===== config.mk =====
export PLATFORM = sky130hd
export DESIGN_NAME = instr_fetch_queue
export DESIGN_NICKNAME = d
export VERILOG_FILES = /design/src/rtl/ifq_pkg.sv /design/src/rtl/ifq_line_fifo.sv /design/src/rtl/instr_fetch_queue.sv
export SDC_FILE = /design/constraint.sdc
export NUM_CORES = 1
export LEC_CHECK = 0
export CAP_MARGIN = 40
export CORE_MARGIN = 2
export CORE_UTILIZATION = 58
export CTS_CLUSTER_DIAMETER = 80
export DETAILED_ROUTE_END_ITERATION = 10
export DONT_BUFFER_PORTS = 1
export PLACE_DENSITY_LB_ADDON = 0.05
export SLEW_MARGIN = 0
export SYNTH_ARGS = -nofsm -noshare
export SYNTH_HDL_FRONTEND = slang
export SYNTH_SLANG_ARGS = --single-unit

===== constraint.sdc =====
create_clock -name clk -period 2.8 [get_ports clk]
set_clock_uncertainty 0.2 [all_clocks]
set_input_delay 0.56 -clock clk [delete_from_list [all_inputs] [get_ports clk]]
set_output_delay 0.56 -clock clk [all_outputs]
set_load 0.1 [all_outputs]

===== src/rtl/ifq_pkg.sv =====
// Shared types and constants for the instruction fetch queue.
// Entry layout: one cache line plus the PC of its first word.
package ifq_pkg;

    localparam int XLEN           = 32;
    localparam int LINE_W         = 128;
    localparam int INSTS_PER_LINE = 4;
    localparam int OFS_W          = 2;

    localparam logic [XLEN-1:0] RESET_PC = 32'h0000_0000;

    typedef struct packed {
        logic [LINE_W-1:0] line;
        logic [XLEN-1:0]   base_pc;
    } ifq_entry_t;

    function automatic logic [XLEN-1:0] line_base(
        input logic [XLEN-1:0] pc
    );
        return {pc[XLEN-1:4], 4'b0000};
    endfunction

endpackage


===== src/rtl/ifq_line_fifo.sv =====
// Circular storage of fetched lines for the instruction fetch queue.
// Flush clears pointers and occupancy; entry contents are left stale.
module ifq_line_fifo import ifq_pkg::*; #(
    parameter int                DEPTH    = 4,
    parameter logic [XLEN-1:0]   RST_BASE = RESET_PC
) (
    input  logic                    clk,
    input  logic                    rst,
    input  logic                    flush,
    input  logic                    wr_en,
    input  ifq_entry_t              wr_data,
    input  logic                    rd_en,
    output ifq_entry_t              head,
    output logic [$clog2(DEPTH):0]  count
);

    localparam int PW = $clog2(DEPTH);
    localparam int CW = PW + 1;

    ifq_entry_t      mem [DEPTH];
    logic [PW-1:0]   wr_ptr;
    logic [PW-1:0]   rd_ptr;

    assign head = mem[rd_ptr];

    always_ff @(posedge clk or negedge rst) begin
        if (!rst) begin
            for (int i = 0; i < DEPTH; i++) begin
                mem[i] <= '{line: '0, base_pc: RST_BASE};
            end
            wr_ptr <= '0;
            rd_ptr <= '0;
            count  <= '0;
        end else if (flush) begin
            wr_ptr <= '0;
            rd_ptr <= '0;
            count  <= '0;
        end else begin
            if (wr_en) begin
                mem[wr_ptr] <= wr_data;
                wr_ptr      <= wr_ptr + 1'b1;
            end
            if (rd_en) begin
                rd_ptr <= rd_ptr + 1'b1;
            end
            count <= count + CW'(wr_en) - CW'(rd_en);
        end
    end

endmodule


===== src/rtl/instr_fetch_queue.sv =====
// Fetch queue between the I-cache and dispatch: line fetch, word select, redirect.
// Define IFQ_STATS_EN to add empty_cycles / flush_count statistics outputs.
module instr_fetch_queue #(
    parameter int               DEPTH    = 4,
    parameter int               XLEN     = 32,
    parameter int               LINE_W   = 128,
    parameter logic [XLEN-1:0]  RESET_PC = 32'h0000_0000
) (
    input  logic              clk,
    input  logic              rst,
    output logic              icache_rd_en,
    output logic [XLEN-1:0]   icache_addr,
    input  logic [LINE_W-1:0] icache_line,
    input  logic              icache_valid,
    output logic [XLEN-1:0]   inst_out,
    output logic [XLEN-1:0]   pc_out,
    output logic              empty,
`ifdef IFQ_STATS_EN
    output logic [31:0]       empty_cycles,
    output logic [15:0]       flush_count,
`endif
    input  logic              rd_en,
    input  logic              redirect_valid,
    input  logic [XLEN-1:0]   redirect_pc
);

    import ifq_pkg::*;

    logic                    run;
    logic                    inflight;
    logic [XLEN-1:0]         fetch_pc;
    logic [XLEN-1:0]         req_pc;
    logic [OFS_W-1:0]        word_ofs;
    logic [$clog2(DEPTH):0]  count;
    ifq_entry_t              head;
    ifq_entry_t              wr_data;
    logic                    issue;
    logic                    fill;
    logic                    pop;
    logic                    free;
    logic                    unused_pc_lsb;

    assign unused_pc_lsb = ^redirect_pc[1:0];

    // Slot is reserved at issue, so a returning line always has room.
    assign issue = run && !redirect_valid
                && (int'(count) + int'(inflight)) < DEPTH;

    // Response latency is fixed at one cycle, so an in-flight line
    // arrives in the redirect cycle itself and is dropped there.
    assign fill = icache_valid && inflight && !redirect_valid;
    assign pop  = rd_en && !empty && !redirect_valid;
    assign free = pop && (word_ofs == OFS_W'(INSTS_PER_LINE - 1));

    assign wr_data = '{line: icache_line, base_pc: req_pc};

    assign icache_rd_en = issue;
    assign icache_addr  = fetch_pc;

    assign empty    = (count == '0);
    assign inst_out = head.line[XLEN*int'(word_ofs) +: XLEN];
    assign pc_out   = head.base_pc + XLEN'({word_ofs, 2'b00});

    always_ff @(posedge clk or negedge rst) begin
        if (!rst) begin
            run      <= 1'b0;
            inflight <= 1'b0;
            fetch_pc <= RESET_PC;
            req_pc   <= RESET_PC;
            word_ofs <= '0;
        end else begin
            run      <= 1'b1;
            inflight <= issue;
            if (redirect_valid) begin
                fetch_pc <= line_base(redirect_pc);
                word_ofs <= redirect_pc[3:2];
            end else begin
                if (issue) begin
                    fetch_pc <= fetch_pc + XLEN'(16);
                    req_pc   <= fetch_pc;
                end
                if (pop) begin
                    word_ofs <= word_ofs + 1'b1;
                end
            end
        end
    end

    ifq_line_fifo #(
        .DEPTH    (DEPTH),
        .RST_BASE (RESET_PC)
    ) u_fifo (
        .clk     (clk),
        .rst     (rst),
        .flush   (redirect_valid),
        .wr_en   (fill),
        .wr_data (wr_data),
        .rd_en   (free),
        .head    (head),
        .count   (count)
    );

`ifdef IFQ_STATS_EN
    always_ff @(posedge clk or negedge rst) begin
        if (!rst) begin
            empty_cycles <= '0;
            flush_count  <= '0;
        end else begin
            if (empty) begin
                empty_cycles <= empty_cycles + 32'd1;
            end
            if (redirect_valid && flush_count != 16'hFFFF) begin
                flush_count <= flush_count + 16'd1;
            end
        end
    end
`endif

endmodule


Word level (Yosys, flattened, before mapping)
Index checks and enable logic that the tools add are counted.

word-level totals
  register bits = 715
  bits of input ports = 165

cells by class
  add/subtract/negate cells = 8
  magnitude comparators = 4
  equal/unequal tests = 1
  shifts and indexed selects = 1
  mux-type cells = 15
  bitwise logic cells = 3
  reductions and logical operators = 17

operators by type and width
  kind                                                                  number
  640-bit bitwise mux                                                   1
  160-bit two-way mux                                                   3
  160-bit binary-select mux with 2-bit select                           1
  160-bit demux with 2-bit select                                       1
  128-bit by 8-bit variable part select with 32-bit output              1
  32-bit two-way mux                                                    2
  32-bit by 4-bit adder with 32-bit output                              1
  32-bit by 5-bit adder with 32-bit output, second input constant       1
  2-bit two-way mux                                                     6
  1-bit logical AND                                                     8
  2-bit nonzero test                                                    4
  2-bit by 1-bit adder with 2-bit output, second input constant         3
  3-bit greater-or-equal comparator, second input constant              2
  2-bit inverter with 3-bit output                                      2
  3-bit by 1-bit adder with 4-bit output                                1
  4-bit by 3-bit < comparator with 1-bit output, second input constant  1
  2-bit AND reduction                                                   2
  3-bit by 1-bit adder with 3-bit output                                1
  3-bit zero test                                                       1
  3-bit by 1-bit < comparator with 1-bit output, second input constant  1
  3-bit two-way mux                                                     1
  3-bit by 1-bit subtractor with 3-bit output                           1
  2-bit equality test, second input constant                            1
  1-bit zero test                                                       2
  1-bit inverter                                                        1

Logic depth before layout (Yosys ltp)
  word-level depth = 7
  gate-level depth with buffers = 10
  mapped depth without buffers = 10

Hierarchy
Synthesis repeated with hierarchy kept, for this count alone.

second synthesis, totals
  cell total of the unflattened synthesis = 2055
  area, all modules = 33719.8 um^2

by module, submodules not included
  module             times used  cells an instance  area an instance (um^2)  seq. area each (um^2)
  ifq_line_fifo      1           1582               29289.3                  16190.5
  instr_fetch_queue  1           473                4430.5                   1501.4

Worst setup path before layout
OpenSTA, ideal clock, no wires.

  path type = reg-to-reg
  from = register u_fifo.count[1]
  to = register word_ofs[1]
  setup time = 0.128 ns
  data arrival time = 3.121 ns
  data required time = 2.472 ns
  slack = -0.649 ns
  stages on the path, launching flop included = 5
  clock period less this slack = 3.449 ns
  path through = dfrtp_1 nor3_1 nand2b_1 mux2i_1 o21ai_0

on the way
  word-level cells in the longest chain between the ends = 5

ends and longest elaborated chain
  element                              line                     RTL
  from (decl)                          ifq_line_fifo.sv:14      output logic [$clog2(DEPTH):0] count
  from (signal assigned)               ifq_line_fifo.sv:46      count <= count + CW'(wr_en) - CW'(rd_en);
  3-bit zero test                      instr_fetch_queue.sv:60  assign empty = (count == '0);
  net empty                            instr_fetch_queue.sv:17  output logic empty,
  1-bit zero test                      instr_fetch_queue.sv:52  assign pop = rd_en && !empty && !redirect_valid;
  1-bit logical AND (2 in a row)       instr_fetch_queue.sv:52
  2-bit nonzero test (no source line)  n/a
  to (signal assigned)                 instr_fetch_queue.sv:76  word_ofs <= redirect_pc[3:2];
  to (signal assigned)                 instr_fetch_queue.sv:83  word_ofs <= word_ofs + 1'b1;
  to (decl)                            instr_fetch_queue.sv:33  logic [OFS_W-1:0] word_ofs;

The timed path passes the listed nets, and every way through them passes these cells.
A chain may end at the register's enable or synchronous reset.

Final worst setup path
  from = register u_fifo.rd_ptr[0]
  to = output port inst_out[12]

on the way
  word-level cells in the longest chain between the ends = 5

ends and longest elaborated chain
  element                                                   line                     RTL
  from (decl)                                               ifq_line_fifo.sv:22      logic [PW-1:0] rd_ptr;
  from (signal assigned)                                    ifq_line_fifo.sv:44      rd_ptr <= rd_ptr + 1'b1;
  2-bit inverter with 3-bit output (not written as such)    ifq_line_fifo.sv:24      assign head = mem[rd_ptr];
  160-bit binary-select mux with 2-bit select               ifq_line_fifo.sv:24
  160-bit two-way mux (not written as such) (2 in a row)    ifq_line_fifo.sv:24
  128-bit by 8-bit variable part select with 32-bit output  instr_fetch_queue.sv:61  assign inst_out = head.line[XLEN*int'(word_ofs) +: XLEN];
  to (decl)                                                 instr_fetch_queue.sv:15  output logic [XLEN-1:0] inst_out,

No other way between the ends. The select of a mux whose other input is x is not followed.

==> metrics <==
crit-path cells=buf_12 > buf_12 > buf_12 > mux4_2 > mux4_2 > buf_12; CTS tree=done; DPL Wire Length=~48000 um; Final Hold Slack=-0.529 ns; gr usage total=0.289; final slew viol count=between 600 and 700; crit-path max FO=8; Total Power=between 20 and 30 mW; Final Hold Vio Count=between 150 and 200; CP max-delay cell=mux4_2; starting density of the core=0.586; worst path arrival time=2.77 ns; critical path required time=2.04 ns; Finish-stage setup viols=61; Yosys cell types=47; P_sw=9.42 mW; reg-to-reg endpoint=req_pc[16]$_DFFE_PN0P_; crit end category=output pin; CTS max path bufs=3; Worst Tran Pin Value=2.84 ns; Die Span Y=roughly 240 um; Multi-input gate area=13400 um^2; Post-Synthesis Cells=approximately 1900; post-synthesis simple-gate area fraction=0.0234; Synth area leaders=dfrtp_1 (55%), mux2_2 (23%), mux4_1 (9.2%), mux4_2 (5.6%), clkbuf_1 (1.1%); Post-Place Cells=2629; Tmin final=between 3 and 4 ns; Synth Area in XOR/XNOR=0.00973; Pleak=approximately 18 nW; DRC Markers=0; vias per inst=6.23; Util after Layout=0.719; post-synthesis mux area share=0.382; critical path's most frequent cell=buf_12; Sw Share=0.314; CP Buf/Inv Count=4; top-area cell type share of the netlist area=0.549; main combinational cell family by area after synthesis=multiplexers; CTS Root Cell=clkbuf_16; IO buf count=0; sequential share of power=0.398; RSZ-0062 raised after global routing=true; worst min path class=in -> async; antenna violations before repair=17; Worst R2R Setup Slack=0.15 ns; Critical Path End=inst_out[12]; largest net degree at the start of global routing=roughly 690; vias in the first global route=a little under 20000; # hold bufs at CTS=159; core area=roughly 54000 um^2; R2R depth=9; Synth Flop Type=dfrtp_1; Synth Area in Adders=0.00461; Final Cycle Share=1.26; register area share after synthesis=0.549; Inserted Clock Buffers=73; clk sink count=691; failing checks=hold timing, slew limit, setup timing; Layout fillers=about 3500; Synth Area per Inst=~17 um^2; # IOs=around 260; die area=about 56000 um^2; Layout area overhead=22.7%; first-pass iteration count of the detailed router=4; Setup CP Type=reg -> out; Levels on crit path=6; vias=roughly 18000; H-tree levels=3; post-synthesis compound-gate area fraction=0.00786; share of cells above drive strength 1=0.520; highest clock rate=283 MHz; Reg-to-Reg Start=u_fifo.count[1]$_DFF_PN0_; first-pass GRT wire length=roughly 120000 um; family with the most delay on the worst path=multiplexers; worst slew margin relative to its limit=-0.891; total of max-cap violations=0; final critical-path setup slack=-0.731 ns; Synth async-reset ratio=1.00; WL final=about 79000 um; number of flops mapped to enable cells by yosys=0; commonest non-fill, non-tap cell in the layout=dfrtp_1; Placer Congestion=0.813; PwrDens=between 700 and 800 nW/um^2; startpoint types=register; Worst-path clk slew=approximately 0.050 ns; antenna-violating nets left=0; row count=85; Die X=roughly 240 um; status=finished, violations left; Post-Synthesis Cell Area=between 30000 and 40000 um^2; clock latency on the worst-skew pair=0.60 ns; slowest stage delay, CP=0.54 ns; initial DRC count=between 1000 and 1500; highest-count cells in the layout ignoring fill and taps=dfrtp_1 (682), mux2_2 (655), mux4_2 (170); Worst Setup SP=u_fifo.rd_ptr[0]$_DFFE_PN0P_; FF+latch count, synth=691; worst ir drop on vdd=~0.68 mV; register area=17300 um^2; Clock power frac=0.321; combinational share of power=0.280; routed len/inst=approximately 27 um; setup TNS=-34.96 ns; nets@finish=between 2000 and 2500; total congestion overflow=0; synth warn=0; final cell count without fillers=just under 3000; Internal=20.5 mW; cell taking the most area after synthesis=dfrtp_1
-- cell families (layout without fill, tap and decap cells) --
logic type,Yosys count,in the layout
other cells,2,14
compound gates,41,41
flops,691,691
fa+ha+maj,11,11
mux,845,845
buf+inv,143,496
simple gates,137,137
xor+xnor,35,35
-- cells in the mapped netlist (2+ instances only) --
cell type	n
mux2_2	655
o21ai_0	21
mux4_2	78
clkbuf_1	94
xnor2_1	15
nor2_1	19
nand4_1	24
or4_1	2
buf_1	10
dfrtp_1	691
nand2b_1	2
xor2_1	20
a31oi_1	7
or3_1	5
and3_1	5
nand2_1	40
o211ai_1	5
o31ai_1	2
nand3_1	16
nor3_1	6
inv_1	10
buf_12	4
buf_4	7
nor4_1	3
buf_2	4
conb_1	2
and2_1	4
mux4_1	110
nand4_2	2
buf_6	14
mux2i_1	2
nor4_2	2
ha_1	10
-- worst register-to-register path, cell delays in order (launching register included) --
cell and delay (ns):
dfrtp_2 0.44, ha_4 0.18, o211a_4 0.24, o22ai_4 0.18
buf_12 0.14, and3_4 0.21, buf_4 0.11, buf_4 0.15
buf_4 0.30, mux2_2 0.40
-- worst min-delay path by stage --
stage	from	endpoint	slack, ns	cells after the start
finish	rst	u_fifo.mem[206]$_DFFE_PN0P_	-0.53	0
global route	rst	u_fifo.mem[206]$_DFFE_PN0P_	-0.57	0
CTS	rst	u_fifo.mem[366]$_DFFE_PN0P_	-0.56	0
detailed placement	rst	u_fifo.mem[366]$_DFFE_PN0P_	0.08	0
global placement	rst	u_fifo.mem[206]$_DFFE_PN0P_	0.08	0
floorplan	rst	icache_addr[10]$_DFFE_PN0N_	0.06	0
-- power by group through the flow --
stage	Clock (mW)	Combinational, mW	Sequential [mW]
CTS	9.81	8.42	11.9
global route	10.2	8.70	12.1
global placement	0	7.80	11.9
finish	9.63	8.40	11.9
detailed placement	0	7.92	12.0
floorplan	0	5.23	12.1
-- through the flow --
stage	setup WS, ns	instance area [um^2]
floorplan	-0.229	31700
global placement	-0.207	34100
detailed placement	-0.241	34200
CTS	-0.764	38700
global route	-0.782	38700
finish	-0.731	38700
-- metal layers --
metal,part of all wire,up-vias,global-route usage
li1,-,7801,-
met1,0.44,10048,0.413
met2,0.49,486,0.463
met3,0.055,122,0.0616
met4,0.018,10,0.0654
met5,0.00090,-,0
-- timing repair --
| action | CTS | global route |
|---|---|---|
| buffers inserted | 27 | 3 |
| resized for setup | 137 | 18 |
| setup endpoints to repair | 61 | 62 |
| endpoints found under the hold margin | 1240 | 691 |
| cloned | 13 | 1 |
| pin swaps | 4 | 2 |
-- sequential cells by signal, summed over array words and instances (netlist names) --
signal	cells
run	1
u_fifo.rd_ptr	2
u_fifo.wr_ptr	2
req_pc	28
u_fifo.count	3
word_ofs	2
icache_addr	28
u_fifo.mem	624
inflight	1
-- layout make-up --
type,count,share of cell area
sequential,691,0.448
multi-input combinational,1077,0.347
timing repair buffer,353,0.120
clock buffer,108,0.0576
tap,696,0.0225
clock inverter,25,0.00463
inverter,10,0.000971
antenna,6,0.000388
(Power assumes the default switching activity.)
